File: src/rtl/adsr_poly.sv
// Polyphonic ADSR envelope generator: VOICES envelopes share one update datapath, one voice per clock.
// Build option ADSR_RETRIGGER_EN: a gate rising during RELEASE restarts the attack from level 0.
module adsr_poly #(
  parameter int TOTAL_BITS      = 32,
  parameter int FRACTIONAL_BITS = 16,
  parameter int VOICES          = 8,
  localparam int VB             = (VOICES > 1) ? $clog2(VOICES) : 1
) (
  input  logic                  clock,
  input  logic                  reset,
  input  logic                  tick,
  input  logic [TOTAL_BITS-1:0] a,
  input  logic [TOTAL_BITS-1:0] d,
  input  logic [TOTAL_BITS-1:0] s,
  input  logic [TOTAL_BITS-1:0] r,
  input  logic [VOICES-1:0]     gate,
  output logic [TOTAL_BITS-1:0] out,
  output logic [VB-1:0]         out_voice,
  output logic                  out_valid,
  output logic [VOICES-1:0]     active,
  output logic                  busy,
  output logic                  overrun
);

  localparam int XW = TOTAL_BITS + 1;
  localparam logic signed [XW-1:0] MAX_X = XW'(1) << FRACTIONAL_BITS;
  localparam logic [VB-1:0] LAST_VOICE = VB'(VOICES - 1);

  typedef enum logic [2:0] {
    ST_IDLE,
    ST_ATTACK,
    ST_DECAY,
    ST_SUSTAIN,
    ST_RELEASE
  } vstate_t;

  vstate_t               state_q [VOICES];
  logic [TOTAL_BITS-1:0] level_q [VOICES];

  logic                  busy_q;
  logic                  overrun_q;
  logic [VB-1:0]         idx_q;
  logic [TOTAL_BITS-1:0] out_q;
  logic [VB-1:0]         out_voice_q;
  logic                  out_valid_q;

  // Rates and sustain are sign-extended by one bit so sums cannot wrap before clamping.
  logic signed [XW-1:0] a_x, d_x, r_x, s_x, s_c;
  logic signed [XW-1:0] lv_cur;
  logic                 gate_cur;
  vstate_t              st_cur;

  vstate_t              st_d;
  logic signed [XW-1:0] lv_d;
  logic signed [XW-1:0] lv_pre;
  logic signed [XW-1:0] step_sum;
  logic signed [XW-1:0] step_dec;
  logic signed [XW-1:0] step_rel;

  assign a_x = signed'({a[TOTAL_BITS-1], a});
  assign d_x = signed'({d[TOTAL_BITS-1], d});
  assign r_x = signed'({r[TOTAL_BITS-1], r});
  assign s_x = signed'({s[TOTAL_BITS-1], s});

  always_comb begin
    s_c = s_x;
    if (s_x < 0) begin
      s_c = '0;
    end else if (s_x > MAX_X) begin
      s_c = MAX_X;
    end
  end

  assign st_cur   = state_q[idx_q];
  assign lv_cur   = signed'({1'b0, level_q[idx_q]});
  assign gate_cur = gate[idx_q];

  // Gate transitions are resolved first so the new state's step applies in this same update.
  always_comb begin
    st_d   = st_cur;
    lv_pre = lv_cur;
    if (gate_cur && (st_cur == ST_IDLE || st_cur == ST_RELEASE)) begin
`ifdef ADSR_RETRIGGER_EN
      if (st_cur == ST_RELEASE) begin
        lv_pre = '0;
      end
`endif
      st_d = ST_ATTACK;
    end else if (!gate_cur &&
                 (st_cur == ST_ATTACK || st_cur == ST_DECAY || st_cur == ST_SUSTAIN)) begin
      st_d = ST_RELEASE;
    end

    step_sum = lv_pre + a_x;
    step_dec = lv_pre - d_x;
    step_rel = lv_pre - r_x;
    lv_d     = lv_pre;

    case (st_d)
      ST_ATTACK: begin
        if (a_x <= 0 || step_sum >= MAX_X) begin
          lv_d = MAX_X;
          st_d = ST_DECAY;
        end else begin
          lv_d = step_sum;
        end
      end
      ST_DECAY: begin
        if (d_x <= 0 || step_dec <= s_c) begin
          lv_d = s_c;
          st_d = ST_SUSTAIN;
        end else begin
          lv_d = step_dec;
        end
      end
      ST_SUSTAIN: lv_d = s_c;
      ST_RELEASE: begin
        if (r_x <= 0 || step_rel <= 0) begin
          lv_d = '0;
          st_d = ST_IDLE;
        end else begin
          lv_d = step_rel;
        end
      end
      default: begin
        lv_d = '0;
        st_d = ST_IDLE;
      end
    endcase
  end

  always_ff @(posedge clock or negedge reset) begin
    if (!reset) begin
      busy_q      <= 1'b0;
      overrun_q   <= 1'b0;
      idx_q       <= '0;
      out_q       <= '0;
      out_voice_q <= '0;
      out_valid_q <= 1'b0;
      for (int i = 0; i < VOICES; i++) begin
        state_q[i] <= ST_IDLE;
        level_q[i] <= '0;
      end
    end else begin
      out_valid_q <= 1'b0;
      if (tick && busy_q) begin
        overrun_q <= 1'b1;
      end
      if (busy_q) begin
        state_q[idx_q] <= st_d;
        level_q[idx_q] <= lv_d[TOTAL_BITS-1:0];
        out_q          <= lv_d[TOTAL_BITS-1:0];
        out_voice_q    <= idx_q;
        out_valid_q    <= 1'b1;
        if (idx_q == LAST_VOICE) begin
          busy_q <= 1'b0;
          idx_q  <= '0;
        end else begin
          idx_q <= idx_q + VB'(1);
        end
      end else if (tick) begin
        busy_q <= 1'b1;
        idx_q  <= '0;
      end
    end
  end

  for (genvar gi = 0; gi < VOICES; gi++) begin : g_active
    assign active[gi] = (state_q[gi] != ST_IDLE);
  end

  assign out       = out_q;
  assign out_voice = out_voice_q;
  assign out_valid = out_valid_q;
  assign busy      = busy_q;
  assign overrun   = overrun_q;

endmodule

File: config.mk
export PLATFORM = sky130hd
export DESIGN_NAME = adsr_poly
export DESIGN_NICKNAME = d
export VERILOG_FILES = /design/src/rtl/adsr_poly.sv
export SDC_FILE = /design/constraint.sdc
export NUM_CORES = 1
export LEC_CHECK = 0
export BUFFER_PORTS_ARGS = -buffer_cell sky130_fd_sc_hd__buf_2
export CAP_MARGIN = 25
export CORE_UTILIZATION = 50
export DETAILED_ROUTE_END_ITERATION = 10
export PLACE_DENSITY = 0.68
export SYNTH_ARGS = -nofsm -noshare
export SYNTH_HDL_FRONTEND = slang
export SYNTH_SLANG_ARGS = --single-unit
File: constraint.sdc
create_clock -name clock -period 14.4 [get_ports clock]
set_input_delay 2.16 -clock clock [delete_from_list [all_inputs] [get_ports clock]]
set_output_delay 2.16 -clock clock [all_outputs]
set_load 0.02 [all_outputs]
==> flow_summary.html <==
<table>
<tr><th>Metric</th><th>Value</th></tr>
<tr><th colspan="2">Worst setup path</th></tr>
<tr><td>Critical path's largest stage delay</td><td>a little over 1 ns</td></tr>
<tr><td>Worst-path cell with the longest stage delay</td><td>sky130_fd_sc_hd__dfrtp_4</td></tr>
<tr><td>Critical path class</td><td>reg -&gt; reg</td></tr>
<tr><td>Critical path fanouts, max</td><td>46</td></tr>
<tr><td>Worst path required time</td><td>14.80 ns</td></tr>
<tr><td>Kind of cell adding the most delay to the critical path</td><td>compound AO/OA/AOI/OAI gates</td></tr>
<tr><td>Critical Path, Cell by Cell</td><td>buf_4, mux4_2, mux2_2, ha_1, a2111oi_4, o21ai_1, o221a_2, or4_1, o2111ai_1, nand3b_1, xor2_1, ha_1, nand4_1, or4_1, nor4_1, o21a_1, a21oi_1, o22ai_2, and2_1, nor2_2, buf_4, a21boi_1, a31oi_1</td></tr>
<tr><td>Crit path arrival time</td><td>around 9.0 ns</td></tr>
<tr><td>Count of buffering cells on the critical path with inverters included</td><td>2</td></tr>
<tr><td>Crit path launch type</td><td>flop</td></tr>
<tr><td>Worst setup EP type</td><td>flop</td></tr>
<tr><th colspan="2">Logic synthesis</th></tr>
<tr><td>Post-Syn Area per Cell</td><td>around 8.8 sq um</td></tr>
<tr><td>Async set or reset register ratio after synthesis</td><td>100%</td></tr>
<tr><td>Netlist Area Pre-Place</td><td>24200 sq um</td></tr>
<tr><td>Seq/Total Area, Yosys</td><td>33.2%</td></tr>
<tr><td>Number of enable flip-flop cells after synthesis</td><td>0</td></tr>
<tr><td>Count of different cell masters after synthesis</td><td>96</td></tr>
<tr><td>Synth Register Bits</td><td>321</td></tr>
<tr><td>Most instantiated flip-flop cell in the synthesis netlist</td><td>sky130_fd_sc_hd__dfrtp_1</td></tr>
<tr><td>Synth warnings</td><td>0</td></tr>
<tr><td>Synthesized netlist cell count</td><td>2762</td></tr>
<tr><th colspan="2">Timing</th></tr>
<tr><td>Transition time of the tightest slew-check pin</td><td>around 1.1 ns</td></tr>
<tr><td>Setup repair after global routing missed its margin</td><td>no</td></tr>
<tr><td>Post-route setup TNS</td><td>0 ns</td></tr>
<tr><td>Final count of pins violating max slew</td><td>0</td></tr>
<tr><td>Slew headroom</td><td>25.9%</td></tr>
<tr><td>Fmax</td><td>roughly 120 MHz</td></tr>
<tr><td>Count of endpoints failing setup in the final report</td><td>0</td></tr>
<tr><td>Share of the cycle needed by the critical path after routing</td><td>59.6%</td></tr>
<tr><td>Clock Skew</td><td>~0.031 ns</td></tr>
<tr><td>Final critical delay including setup and external delays</td><td>8.58 ns</td></tr>
<tr><td>Count of endpoints failing hold in the final timing report</td><td>0</td></tr>
<tr><th colspan="2">Final layout</th></tr>
<tr><td>Fraction of final layout cells with drive strength greater than 1</td><td>16.4%</td></tr>
<tr><td>Count of nets after finishing</td><td>3124</td></tr>
<tr><td>Antenna diode count</td><td>0</td></tr>
<tr><td>Filler cell count in the final layout</td><td>~4400</td></tr>
<tr><td>Relative area change from synthesis to final layout</td><td>9.88%</td></tr>
<tr><th colspan="2">Floorplanning</th></tr>
<tr><td>Die area</td><td>49300 sq um</td></tr>
<tr><td>Chip height</td><td>~220 um</td></tr>
<tr><td>X dimension of the die</td><td>222 um</td></tr>
<tr><td>Core area</td><td>~48000 sq um</td></tr>
<tr><td>Effective utilization at floorplan</td><td>50.7%</td></tr>
<tr><td>Core Rows</td><td>80</td></tr>
<tr><td>Count of boundary I/O pins</td><td>roughly 190</td></tr>
<tr><th colspan="2">CTS</th></tr>
<tr><td>Total clock sinks</td><td>321</td></tr>
<tr><td>CTS clock-pin slew for the worst setup and hold paths</td><td>0.07 ns</td></tr>
<tr><td>Insertion delay to the later sink of the worst-skew pair</td><td>0.58 ns</td></tr>
<tr><td>Setup Buffers After CTS</td><td>0</td></tr>
<tr><td>CTS HTree Levels</td><td>1</td></tr>
<tr><td>Number of buffers added to fix hold violations after cts</td><td>0</td></tr>
<tr><td>Number of buffers on the longest clock path</td><td>3</td></tr>
<tr><td>Master cell of the clock root buffer</td><td>sky130_fd_sc_hd__clkbuf_16</td></tr>
<tr><td>CTS tree</td><td>yes</td></tr>
<tr><td>Count of cells resized by post-cts repair</td><td>0</td></tr>
<tr><td>TritonCTS buffer count</td><td>30</td></tr>
<tr><th colspan="2">Run status</th></tr>
<tr><td>Run status</td><td>complete, no violations</td></tr>
<tr><th colspan="2">Drt</th></tr>
<tr><td>Via count of the routed design</td><td>around 23000</td></tr>
<tr><td>Number of DRC markers in iteration 0</td><td>approximately 2300</td></tr>
<tr><td>Detailed-route vias per instance</td><td>6.62</td></tr>
<tr><td>DR pass1 iterations</td><td>6</td></tr>
<tr><td>Antenna Violating Nets Remaining</td><td>0</td></tr>
<tr><td>DR DRC count</td><td>0</td></tr>
<tr><td>Total wire length</td><td>~90000 um</td></tr>
<tr><td>Final routed wire length divided by cell count</td><td>roughly 26 um</td></tr>
<tr><th colspan="2">Global routing</th></tr>
<tr><td>Total global routing overflow</td><td>0</td></tr>
<tr><td>Largest net degree at the start of global routing</td><td>102</td></tr>
<tr><td>Number of antenna violations at the first check in global routing</td><td>1</td></tr>
<tr><td>Vias in the first global route</td><td>between 20000 and 25000</td></tr>
<tr><td>Overall global routing resource usage</td><td>35.8%</td></tr>
<tr><td>Global-route wire length before repair</td><td>135000 um</td></tr>
<tr><th colspan="2">Placement</th></tr>
<tr><td>Detailed placer's ending HPWL</td><td>approximately 65000 um</td></tr>
<tr><td>Total of buffers placed on input and output ports</td><td>184</td></tr>
<tr><td>Placer Congestion</td><td>around 1.0</td></tr>
<tr><th colspan="2">Worst hold path</th></tr>
<tr><td>Classification of the worst-slack hold path</td><td>reg -&gt; reg</td></tr>
<tr><th colspan="2">Run</th></tr>
<tr><td>Maximum Capacitance Violations</td><td>0</td></tr>
</table>
==> worst register-to-register path, stage by stage, from the launching register on <==
cell and delay (ns):
sky130_fd_sc_hd__dfrtp_4 1.02, sky130_fd_sc_hd__buf_4 0.74, sky130_fd_sc_hd__mux4_2 0.62, sky130_fd_sc_hd__mux2_2 0.34, sky130_fd_sc_hd__ha_1 0.39, sky130_fd_sc_hd__a2111oi_4 0.33
sky130_fd_sc_hd__o21ai_1 0.11, sky130_fd_sc_hd__o221a_2 0.29, sky130_fd_sc_hd__or4_1 0.48, sky130_fd_sc_hd__o2111ai_1 0.19, sky130_fd_sc_hd__nand3b_1 0.14, sky130_fd_sc_hd__xor2_1 0.19
sky130_fd_sc_hd__ha_1 0.33, sky130_fd_sc_hd__nand4_1 0.22, sky130_fd_sc_hd__or4_1 0.62, sky130_fd_sc_hd__nor4_1 0.39, sky130_fd_sc_hd__o21a_1 0.18, sky130_fd_sc_hd__a21oi_1 0.07
sky130_fd_sc_hd__o22ai_2 0.26, sky130_fd_sc_hd__and2_1 0.24, sky130_fd_sc_hd__nor2_2 0.05, sky130_fd_sc_hd__buf_4 0.21, sky130_fd_sc_hd__a21boi_1 0.85, sky130_fd_sc_hd__a31oi_1 0.20
==> synthesized netlist by cell type, types with 18 or more instances <==
cell type                  count  area [sq um]
sky130_fd_sc_hd__a21o_1       37           278
sky130_fd_sc_hd__a21oi_1     268          1340
sky130_fd_sc_hd__a31oi_1      31           194
sky130_fd_sc_hd__and3_1       19           119
sky130_fd_sc_hd__buf_1        21          78.8
sky130_fd_sc_hd__buf_2        38           190
sky130_fd_sc_hd__clkbuf_1    108           405
sky130_fd_sc_hd__dfrtp_1     321          8030
sky130_fd_sc_hd__ha_1        129          1610
sky130_fd_sc_hd__inv_1        95           357
sky130_fd_sc_hd__mux2_2       36           405
sky130_fd_sc_hd__mux2i_1      25           250
sky130_fd_sc_hd__mux4_2       72          1620
sky130_fd_sc_hd__nand2_1     343          1290
sky130_fd_sc_hd__nand2b_1     26           163
sky130_fd_sc_hd__nand3_1      44           220
sky130_fd_sc_hd__nand4_1      24           150
sky130_fd_sc_hd__nor2_1      265           995
sky130_fd_sc_hd__nor3_1       36           180
sky130_fd_sc_hd__nor4_1       41           257
sky130_fd_sc_hd__o211ai_1     19           143
sky130_fd_sc_hd__o21a_1       77           578
sky130_fd_sc_hd__o21ai_0      97           485
sky130_fd_sc_hd__o21ai_1      22           110
sky130_fd_sc_hd__o21bai_1     18           135
sky130_fd_sc_hd__o221ai_1     22           193
sky130_fd_sc_hd__o31ai_1     210          1580
sky130_fd_sc_hd__or3_1        19           119
sky130_fd_sc_hd__xnor2_1      33           289
sky130_fd_sc_hd__xor2_1       22           193
==> area by class of cell <==
class / count / area (sq um) / area share (%)
clock inverter: 13 / 104 / 0.391
timing repair buffer: 231 / 1300 / 4.91
multi-input combinational: 2172 / 15100 / 56.8
tap: 615 / 769 / 2.90
inverter: 97 / 364 / 1.37
sequential: 321 / 8040 / 30.3
clock buffer: 42 / 887 / 3.34
==> placed cells by master, fill, tap and decap left out, drive strengths merged, types with 42 or more instances in the layout <==
| master | Yosys | routed |
|---|---|---|
| o21a | 77 | 77 |
| o21ai | 122 | 122 |
| a21oi | 278 | 278 |
| nand3 | 44 | 44 |
| clkbuf | 108 | 42 |
| nor2 | 268 | 268 |
| buf | 77 | 231 |
| inv | 96 | 97 |
| mux4 | 72 | 72 |
| dfrtp | 321 | 321 |
| o31ai | 211 | 211 |
| ha | 129 | 129 |
| nand2 | 343 | 343 |
==> path summary, 6_finish.rpt <==
kind	end	startpoint	slack, ns	cells after the start
worst max-delay path	out[2]	idx_q[0]	5.82	23
worst min-delay path	overrun	overrun	0.47	1
worst max register to register	out[2]	idx_q[0]	5.82	23
worst min register to register	overrun	overrun	0.47	1
max in group asynchronous	level_q[150]	reset	11.26	2
min in group asynchronous	level_q[248]	reset	1.64	1
==> logic make-up (layout without fill, tap and decap cells) <==
logic type | after synthesis | after routing | synth area share [%]
compound gates | 957 | 957 | 27.0
simple gates | 879 | 879 | 16.3
flops | 321 | 321 | 33.2
buf+inv | 282 | 383 | 4.98
mux | 133 | 133 | 9.41
fa+ha+maj | 132 | 132 | 6.92
xor+xnor | 57 | 57 | 2.13
other cells | 1 | 14 | 0.0155
==> state kept, by name, summed over array words and instances (netlist names) <==
name and flops:
overrun 1, busy 1, level_q 256, idx_q 3, out 32, out_valid 1, out_voice 3, state_q 24
==> metrics by stage <==
| stage | cells | hold WS, ns | worst slack [ns] | instance area [sq um] | utilization (%) |
|---|---|---|---|---|---|
| floorplan | 2775 | 0.445 | 7.41 | 24200 | - |
| global placement | 3430 | 0.441 | 5.85 | 25500 | 53.5 |
| detailed placement | 3431 | 0.445 | 5.70 | 25500 | 53.5 |
| CTS | 3486 | 0.463 | 5.71 | 26500 | 55.5 |
| global route | 3491 | 0.474 | 5.34 | 26600 | 55.7 |
| finish | 3491 | 0.468 | 5.82 | 26600 | 55.7 |
==> layer usage <==
metal | part of all wire (%) | global-route usage [%] | up-vias | wire length, um
li1 | - | - | 10500 | -
met1 | 41 | 48.3 | 11300 | 36900
met2 | 47 | 58.8 | 1133 | 42200
met3 | 7.8 | 4.19 | 181 | 6960
met4 | 4.2 | 14.5 | 2 | 3730
met5 | 0.011 | 0 | - | 10
Power is left out: the tool's default activity adds up to more than one toggle a clock period on the data nets, which glitch-free logic cannot reach.
